## src/rtl/alu_iterative.sv

```systemverilog
// alu_iterative: multi-cycle ALU with single-cycle add/logic ops and bit-serial shifts
module alu_iterative #(
    parameter int WIDTH   = 32,
    parameter int SHAMT_W = 5
) (
    input  logic             clk,
    input  logic             rst,
    input  logic             i_start,
    input  logic [6:0]       i_control_signal,
    input  logic [WIDTH-1:0] i_a,
    input  logic [WIDTH-1:0] i_b,
    output logic             o_busy,
    output logic             o_done,
    output logic [WIDTH-1:0] o_result,
    output logic             o_carry,
    output logic             o_zero,
    output logic             o_sign
);
    typedef enum logic [1:0] {IDLE, EXEC, SHIFT, DONE} state_t;
    state_t r_state, w_next;
    logic [6:0]         r_cs;
    logic [WIDTH-1:0]   r_a, r_b, r_sh, r_result;
    logic [SHAMT_W-1:0] r_cnt;
    logic               r_carry, r_zero, r_sign;
    logic [WIDTH:0]     w_sum;
    logic [WIDTH-1:0]   w_sh1, w_exec;
    logic               w_shift_req, w_last;
    assign w_shift_req = i_control_signal[2:0] == 3'b011 && i_b[SHAMT_W-1:0] != '0;
    assign w_last      = r_cnt == SHAMT_W'(1);
    assign w_sum       = r_cs[3] ? {1'b0, ~r_b} + (WIDTH+1)'(1) : {1'b0, r_a} + {1'b0, r_b};
    assign w_sh1       = r_cs[4] ? {r_sh[WIDTH-2:0], 1'b0} : {r_cs[5] & r_sh[WIDTH-1], r_sh[WIDTH-1:1]};
    // op 011 only reaches EXEC with a zero shift amount, so it passes a through
    assign w_exec      = r_cs[1:0] == 2'b00 ? w_sum[WIDTH-1:0] :
                         r_cs[1:0] == 2'b01 ? r_a & r_b :
                         r_cs[1:0] == 2'b10 ? r_a ^ r_b : r_a;
    assign o_result    = r_result;
    assign o_carry     = r_carry;
    assign o_zero      = r_zero;
    assign o_sign      = r_sign;
    always_comb begin
        o_busy = r_state == EXEC || r_state == SHIFT;
        o_done = r_state == DONE;
        w_next = r_state == IDLE  ? (i_start ? (w_shift_req ? SHIFT : EXEC) : IDLE) :
                 r_state == EXEC  ? DONE :
                 r_state == SHIFT ? (w_last ? DONE : SHIFT) : IDLE;
    end
    always_ff @(posedge clk) begin
        if (rst) begin
            r_state  <= IDLE;
            r_result <= '0;
            r_carry  <= 1'b0;
            r_zero   <= 1'b1;
            r_sign   <= 1'b0;
        end else begin
            r_state <= w_next;
            if (r_state == IDLE && i_start) begin
                r_a   <= i_a;
                r_b   <= i_b;
                r_cs  <= i_control_signal;
                r_sh  <= i_a;
                r_cnt <= i_b[SHAMT_W-1:0];
            end
            if (r_state == EXEC && !r_cs[2]) begin
                r_result <= w_exec;
                r_zero   <= w_exec == '0;
                r_sign   <= w_exec[WIDTH-1];
                if (r_cs[1:0] == 2'b00 && r_cs[6]) r_carry <= w_sum[WIDTH];
            end
            if (r_state == SHIFT) begin
                r_sh  <= w_sh1;
                r_cnt <= r_cnt - SHAMT_W'(1);
                if (w_last) begin
                    r_result <= w_sh1;
                    r_zero   <= w_sh1 == '0;
                    r_sign   <= w_sh1[WIDTH-1];
                end
            end
        end
    end
endmodule

```

## config.mk

```make
export PLATFORM = sky130hd
export DESIGN_NAME = alu_iterative
export DESIGN_NICKNAME = d
export VERILOG_FILES = /design/src/rtl/alu_iterative.sv
export SDC_FILE = /design/constraint.sdc
export NUM_CORES = 1
export LEC_CHECK = 0
export ABC_CLOCK_PERIOD_IN_PS = 3400
export BUFFER_PORTS_ARGS = -buffer_cell sky130_fd_sc_hd__buf_4
export CAP_MARGIN = 20
export CORE_UTILIZATION = 50
export DETAILED_ROUTE_END_ITERATION = 12
export PLACE_DENSITY = 0.73
export SYNTH_ARGS = -nofsm -noshare
export SYNTH_HDL_FRONTEND = slang
export SYNTH_SLANG_ARGS = --single-unit
export TNS_END_PERCENT = 1
```

## constraint.sdc

```tcl
create_clock -name clk -period 3.4 [get_ports clk]
set_input_delay 0.68 -clock clk [delete_from_list [all_inputs] [get_ports clk]]
set_output_delay 0.68 -clock clk [all_outputs]
set_load 0.005 [all_outputs]
```

==> out/metrics.csv, run 1 <==
metric,value,unit
area_of_the_multi_input_gates,5380,µm²
worst_pin_slew,781,ps
synth-edff-count,108,
boundaryPins,111,
min_period,3340,ps
cts-hold-fix-buffers,0,
final_layout_size_suffix_gt1_frac,0.240,
max_freq,0.299,GHz
grt_pass1_wl,48200,µm
synth_top_flop_cell,sky130_fd_sc_hd__edfxtp_1,
final_non_filler_cell_area,11900,µm²
rsz0062_at_grt,yes,
netlist-cell-type-count,67,
first_global_vias,8668,
nets,1313,
die_area,19700,µm²
startpoint_class,flip-flop,
grt_overflow,0,
timing.final.crit_share,0.982,
clock_tree_from_tritoncts,yes,
seq_area,3980,µm²
tritoncts_buffers,17,
yosysTopAreaCellShare,0.339,
diodes,0,
first_pass_iters,7,
setup_viol,0,
totalNegativeSetupSlack,0,ps
worst_skew_pair.late_latency,430,ps
synthDominantAreaCellType,sky130_fd_sc_hd__edfxtp_1,
drt-wirelength-per-cell,21.7,µm
timing.critical_path.slowest_cell_delay,590,ps
route.final.wire_length,31400,µm
clk_pin_slew,70,ps
fp.coreArea,18700,µm²
std_cell_rows,50,
power_density,426,nW/µm²
max-slew-margin-rel,0.472,
asyncSetResetFlopFracSynth,0,
post-route-drc-count,0,
grt_max_degree,67,
clock-sinks,145,
setup.worst_path.class,reg2reg,
yosysSeqAreaShare,0.417,
drt-initial-drc-count,996,
drv.max_cap_violation_count,0,
syn2layout_area_growth,24.9,%
count_of_final_max_slew_check_failures,0,
end_kind,flip-flop,
layout.filler_cells,1495,
die-height,140,µm
synth_area_per_cell,9.14,µm²
cts.root.buffer_cell,sky130_fd_sc_hd__clkbuf_16,
leakagePower,4.71,nW
placedInstanceArea,11100,µm²
gp_congestion,1.02,
routed_via_density,6.32,
clock_path_buffers,2,
synth_top_cells_by_count,"sky130_fd_sc_hd__nor2_1 (126), sky130_fd_sc_hd__edfxtp_1 (108), sky130_fd_sc_hd__a21oi_1 (107)",
cp.buffers_inverters,0,
syn_inst,1046,
dp_hpwl,23300,µm
worst_clock_skew,15.6,ps
yosys_register_bits,145,
outcome,completed,
post-synth-top-count-cell,sky130_fd_sc_hd__nor2_1,
synth.net_count,1160,
critical_path.max_fanout,4,
critical_path.top_delay_family,simple AND/OR/NAND/NOR gates,
antenna_found_initial,1,
timing_hold_violations_final,0,
die_width,140,µm
initial_utilization,0.511,
number_of_warnings_printed_during_yosys_synthesis,0,
critical_path.slowest_cell,sky130_fd_sc_hd__or4_4,
postRouteAntennaNets,0,
cp.arrival,3680,ps
placement.io_buffers,110,
cell_types_with_the_largest_area_share_after_synthesis,"sky130_fd_sc_hd__edfxtp_1 (34%), sky130_fd_sc_hd__dfxtp_1 (7.7%), sky130_fd_sc_hd__a21oi_1 (5.6%)",
cp_data_required_time,3740,ps
series_of_cell_instances_along_the_critical_path,"or4_4, or4_4, nor4_2, nor3b_2, xor2_1, a222oi_1, o41ai_2, nor3_1, a211oi_1, a211oi_1",
total_number_of_vias,9141,
track_usage,0.322,
h-tree-depth,4,
max_vdd_drop,335,µV
min_path_type,in2reg,
syn_area,9560,µm²
==> worst paths after layout <==
kind / from / depth (start not counted) / slack, ps / endpoint
setup / recovery: r_b[6]$_DFFE_PP_ / 10 / 60 / o_result[30]$_SDFF_PP0_
setup reg to reg: r_b[6]$_DFFE_PP_ / 10 / 60 / o_result[30]$_SDFF_PP0_
hold / removal: i_control_signal[4] / 1 / 420 / r_cs[4]$_DFFE_PP_
hold reg to reg: o_sign$_SDFF_PP0_ / 2 / 470 / o_sign$_SDFF_PP0_
==> kinds of logic after synthesis <==
logic type / share of synthesized area
xor gates and xnor gates: 0.0348
AOI/OAI and AO/OA: 0.192
buffers and inverters: 0.0374
DFF: 0.417
muxes: 0.0755
and+or+nand+nor: 0.190
adders and majority gates: 0.0531
==> through the flow <==
stage	hold slack, ps	cells	total power (W)	utilization	setup WS, ps
finish	417	1446	0.00509	0.638	60.4
global route	401	1446	0.00527	0.638	-53.8
CTS	407	1441	0.00507	0.631	33.7
detailed placement	457	1409	0.00309	0.596	-191
global placement	458	1409	0.00308	0.596	-183
floorplan	457	1046	0.00268	-	45.2
==> cell type report <==
cell class	count	area share
inverters	22	0.00692
flip-flops and latches	145	0.334
multi-input cells	809	0.450
clock buffers	18	0.0360
well taps	234	0.0245
clock inverters	14	0.0159
repair buffers	204	0.132
==> power breakdown <==
group          internal, W  switching (W)
registers          0.00201      0.0000780
logic             0.000439       0.000586
clock network      0.00107       0.000910
total              0.00352        0.00157
==> sequential cells by signal, indices dropped and copies added, names as in the netlist <==
signal    cells
o_carry       1
o_result     32
o_sign        1
o_zero        1
r_a          32
r_b          32
r_cnt         5
r_cs          7
r_sh         32
r_state       2
==> cells in the final DEF (no fill, tap or decap), drive strengths merged, types with 6 or more instances in the layout <==
cell type,count
edfxtp,108
nand3b,6
a221oi,10
xnor2,16
nor4,19
or3,14
o21a,6
nand3,15
a211oi,38
dfxtp,37
o211ai,15
nor2b,10
mux2i,53
nand4,19
o21ai,49
inv,29
o221ai,8
ha,39
nand2b,9
nor2,126
clkbuf,18
a31oi,7
o31ai,6
or4,7
and3,8
a21o,11
a21oi,107
xor2,22
mux2,9
buf,204
nor3,35
nand2,87
==> per-layer routing <==
metal,track usage,vias up,part of all wire
li1,-,4246,-
met1,0.449,4365,0.44
met2,0.507,471,0.46
met3,0.0533,59,0.077
met4,0.112,0,0.027
met5,0,-,0
==> what timing repair did <==
| action | 4_1_cts | 5_1_grt |
|---|---|---|
| buffers inserted | 0 | 5 |
| pin swaps | 1 | 7 |
| resized for setup | 6 | 25 |
| setup endpoints to repair | 2 | 8 |
Power figures use the tool's default switching activity.
==> run 2: changes to the inputs <==
--- a/config.mk
+++ b/config.mk
@@ -5,12 +5,14 @@
 export SDC_FILE = /design/constraint.sdc
 export NUM_CORES = 1
 export LEC_CHECK = 0
+export ABC_AREA = 1
 export ABC_CLOCK_PERIOD_IN_PS = 3400
 export BUFFER_PORTS_ARGS = -buffer_cell sky130_fd_sc_hd__buf_4
 export CAP_MARGIN = 20
 export CORE_UTILIZATION = 50
 export DETAILED_ROUTE_END_ITERATION = 12
-export PLACE_DENSITY = 0.73
+export PLACE_DENSITY = 0.72
+export SETUP_SLACK_MARGIN = 0.4
 export SYNTH_ARGS = -nofsm -noshare
 export SYNTH_HDL_FRONTEND = slang
 export SYNTH_SLANG_ARGS = --single-unit
==> run 2 against run 1 <==
Sequential share of layout area is 1.1 points lower. Total power is 4.9% lower. Register-to-register slack better by 520 ps. Clock skew is 3.6 ps lower. Combinational power hardly changed. Sequential power hardly changed.
==> out/metrics.csv, run 2 <==
metric,value,unit,change
std_cell_rows,52,,+4.0%
max-slew-margin-rel,0.450,,-0.0226
routed_via_density,5.69,,-9.9%
track_usage,0.344,,+0.0223
cell_types_with_the_largest_area_share_after_synthesis,"sky130_fd_sc_hd__edfxtp_1 (31%), sky130_fd_sc_hd__nand2_1 (17%), sky130_fd_sc_hd__inv_1 (7.3%)",,
postRouteAntennaNets,0,,unchanged
worst_pin_slew,825,ps,+44.2 ps
syn_inst,1537,,+47%
clock_tree_from_tritoncts,yes,,
r2r_end,o_zero$_SDFF_PP1_,,
synth_top_cells_by_count,"sky130_fd_sc_hd__nand2_1 (479), sky130_fd_sc_hd__inv_1 (206), sky130_fd_sc_hd__nand3_1 (141)",,
drt-wirelength-per-cell,19.2,µm,-12%
yosysSeqAreaShare,0.377,,-0.0402
count_of_final_max_slew_check_failures,0,,unchanged
h-tree-depth,4,,unchanged
die_area,21700,µm²,+11%
totalNegativeSetupSlack,0,ps,unchanged
synth_area_per_cell,6.88,µm²,-25%
first_pass_iters,5,,-2
dp_hpwl,29500,µm,+26%
layout.filler_cells,1997,,+34%
power_density,392,nW/µm²,-8.1%
synth_top_flop_cell,sky130_fd_sc_hd__edfxtp_1,,
internal-power,0.00337,W,-4.2%
power.share.sequential,0.434,,+0.023
synth.net_count,1651,,+42%
timing.hold.worst.start,i_control_signal[5],,
worst_clock_skew,12.0,ps,-3.60 ps
total_switching_power,0.00147,W,-6.4%
final_layout_size_suffix_gt1_frac,0.118,,-0.122
setup_viol,0,,unchanged
post-synth-top-count-cell,sky130_fd_sc_hd__nand2_1,,
initial_utilization,0.516,,+0.00514
antenna_found_initial,0,,-1
min_period,2820,ps,-520 ps
setup.worst_path.class,reg2reg,,
syn2layout_area_growth,16.8,%,
mostFrequentLayoutCell,sky130_fd_sc_hd__nand2_1,,
syn_area,10600,µm²,+11%
synth-edff-count,108,,unchanged
r2r_start,r_a[0]$_DFFE_PP_,,
timing.final.crit_share,0.829,,-0.153
drv.max_cap_violation_count,0,,unchanged
yosys_register_bits,145,,unchanged
die_width,147,µm,+5.1%
worst_slack,581,ps,+520 ps
gp_congestion,1.00,,-2.2%
outcome,completed,,
placement.io_buffers,110,,unchanged
min_path_type,in2reg,,
tritoncts_buffers,17,,unchanged
clock-sinks,145,,unchanged
max_vdd_drop,414,µV,+23%
combinationalPowerShare,0.205,,+0.004
netlist-cell-type-count,39,,-42%
worst_skew_pair.late_latency,410,ps,-20 ps
grt_pass1_wl,56600,µm,+18%
power_frac_clock,0.361,,-0.027
nets,1747,,+33%
rr_worst_depth,20,,+10
grt_max_degree,72,,+7.5%
clk_pin_slew,70,ps,about the same
end_kind,flip-flop,,
sw_frac_of_total,0.304,,-0.00492
boundaryPins,111,,unchanged
layout.cells.most_common_list,"sky130_fd_sc_hd__nand2_1 (477), sky130_fd_sc_hd__inv_1 (206), sky130_fd_sc_hd__nand3_1 (140)",,
yosysTopAreaCellShare,0.307,,-0.0327
leakagePower,5.70,nW,+21%
pre_cts_slack,384,ps,+575 ps
diodes,0,,unchanged
synthDominantAreaCellType,sky130_fd_sc_hd__edfxtp_1,,
reg_to_reg_setup_timing_slack,580,ps,+520 ps
cts.root.buffer_cell,sky130_fd_sc_hd__clkbuf_16,,
critical_path.max_fanout,4,,unchanged
route.final.wire_length,36800,µm,+17%
hold_end,r_cs[5]$_DFFE_PP_,,
cp_data_required_time,3750,ps,about the same
cells_on_worst_hold_path,1,,unchanged
die-height,147,µm,+5.1%
clock_path_buffers,2,,unchanged
asyncSetResetFlopFracSynth,0,,unchanged
cp.arrival,3170,ps,-510 ps
fp.coreArea,20500,µm²,+9.6%
max_freq,0.355,GHz,+18%
rsz0062_at_grt,yes,,
drt-initial-drc-count,1122,,+13%
total_number_of_vias,10900,,+19%
startpoint_class,flip-flop,,
post-route-drc-count,0,,unchanged
timing_hold_violations_final,0,,unchanged
first_global_vias,10100,,+16%
number_of_warnings_printed_during_yosys_synthesis,0,,unchanged
grt_overflow,0,,unchanged
## run 2: worst max path at each step
stage	start	endpoint	cells after the start
floorplan	rst	r_a[0]$_DFFE_PP_	2
global placement	r_a[0]$_DFFE_PP_	o_zero$_SDFF_PP1_	23
detailed placement	r_a[0]$_DFFE_PP_	o_zero$_SDFF_PP1_	22
CTS	r_a[0]$_DFFE_PP_	o_zero$_SDFF_PP1_	23
global route	r_b[13]$_DFFE_PP_	o_zero$_SDFF_PP1_	19
finish	r_a[0]$_DFFE_PP_	o_zero$_SDFF_PP1_	20
## run 2: worst max-delay path, stage by stage (launching register included)
cell and delay, ps:
sky130_fd_sc_hd__edfxtp_1 410, sky130_fd_sc_hd__ha_4 190, sky130_fd_sc_hd__inv_1 70, sky130_fd_sc_hd__fa_2 370
sky130_fd_sc_hd__inv_1 120, sky130_fd_sc_hd__nand2_1 100, sky130_fd_sc_hd__nand3_1 130, sky130_fd_sc_hd__a21oi_1 80
sky130_fd_sc_hd__nor2_1 230, sky130_fd_sc_hd__nand2_1 100, sky130_fd_sc_hd__nor2_1 100, sky130_fd_sc_hd__nand3_1 80
sky130_fd_sc_hd__nor2_1 130, sky130_fd_sc_hd__nand2_1 80, sky130_fd_sc_hd__nor2_1 130, sky130_fd_sc_hd__nand2_1 60
sky130_fd_sc_hd__nor2_1 100, sky130_fd_sc_hd__nand2_1 80, sky130_fd_sc_hd__nand2_1 70, sky130_fd_sc_hd__nand2_1 50
sky130_fd_sc_hd__nand2_1 60
## run 2: power by group through the flow
stage	Sequential, W	Clock, W	Combinational, W
final	0.00210	0.00175	0.000993
after global routing	0.00211	0.00183	0.00111
after CTS	0.00210	0.00176	0.000958
after detailed placement	0.00213	0	0.000950
after global placement	0.00213	0	0.000947
after floorplan	0.00210	0	0.000621
## run 2: final cells by class
| cell class | count | area [µm²] | area share |
|---|---|---|---|
| clock buffer | 19 | 464 | 0.0376 |
| clock inverter | 13 | 100 | 0.00810 |
| inverter | 215 | 810 | 0.0655 |
| multi-input combinational | 1127 | 5690 | 0.461 |
| sequential | 145 | 3980 | 0.323 |
| tap | 270 | 338 | 0.0274 |
| timing repair buffer | 127 | 966 | 0.0782 |
## run 2: routing by layer
metal  vias up  track usage  routed length [µm]
met1      5018        0.526               17000
met5         -            0                   0
met2       525        0.514               15900
met4         0       0.0773                 601
li1       5321            -                   -
met3        45       0.0481                3370
## run 2: what timing repair did
action | in CTS | in global routing
pin swaps | 0 | 0
buffers inserted | 0 | 2
gates resized for setup | 2 | 25
hold buffers | 0 | 0
setup endpoints to repair | 2 | 7
## run 2: metrics by stage
step / total power [W] / hold slack, ps / area [µm²] / std cells / utilization
3_5_place_dp: 0.00308 / 531 / 11700 / 1882 / 0.569
6_report: 0.00484 / 441 / 12400 / 1916 / 0.603
4_1_cts: 0.00482 / 429 / 12200 / 1914 / 0.597
3_3_place_gp: 0.00308 / 531 / 11700 / 1882 / 0.569
2_1_floorplan: 0.00272 / 522 / 10600 / 1537 / -
5_1_grt: 0.00505 / 426 / 12400 / 1916 / 0.603
## run 2: cells by family (layout without fill, tap and decap cells)
kind of cell / after synthesis / count (layout) / share of synthesized area
mux: 18 / 18 / 0.0170
simple gates: 795 / 795 / 0.314
xor+xnor: 7 / 7 / 0.00580
flops: 145 / 145 / 0.377
compound gates: 267 / 267 / 0.141
fa+ha+maj: 40 / 40 / 0.0480
buf+inv: 265 / 374 / 0.0979
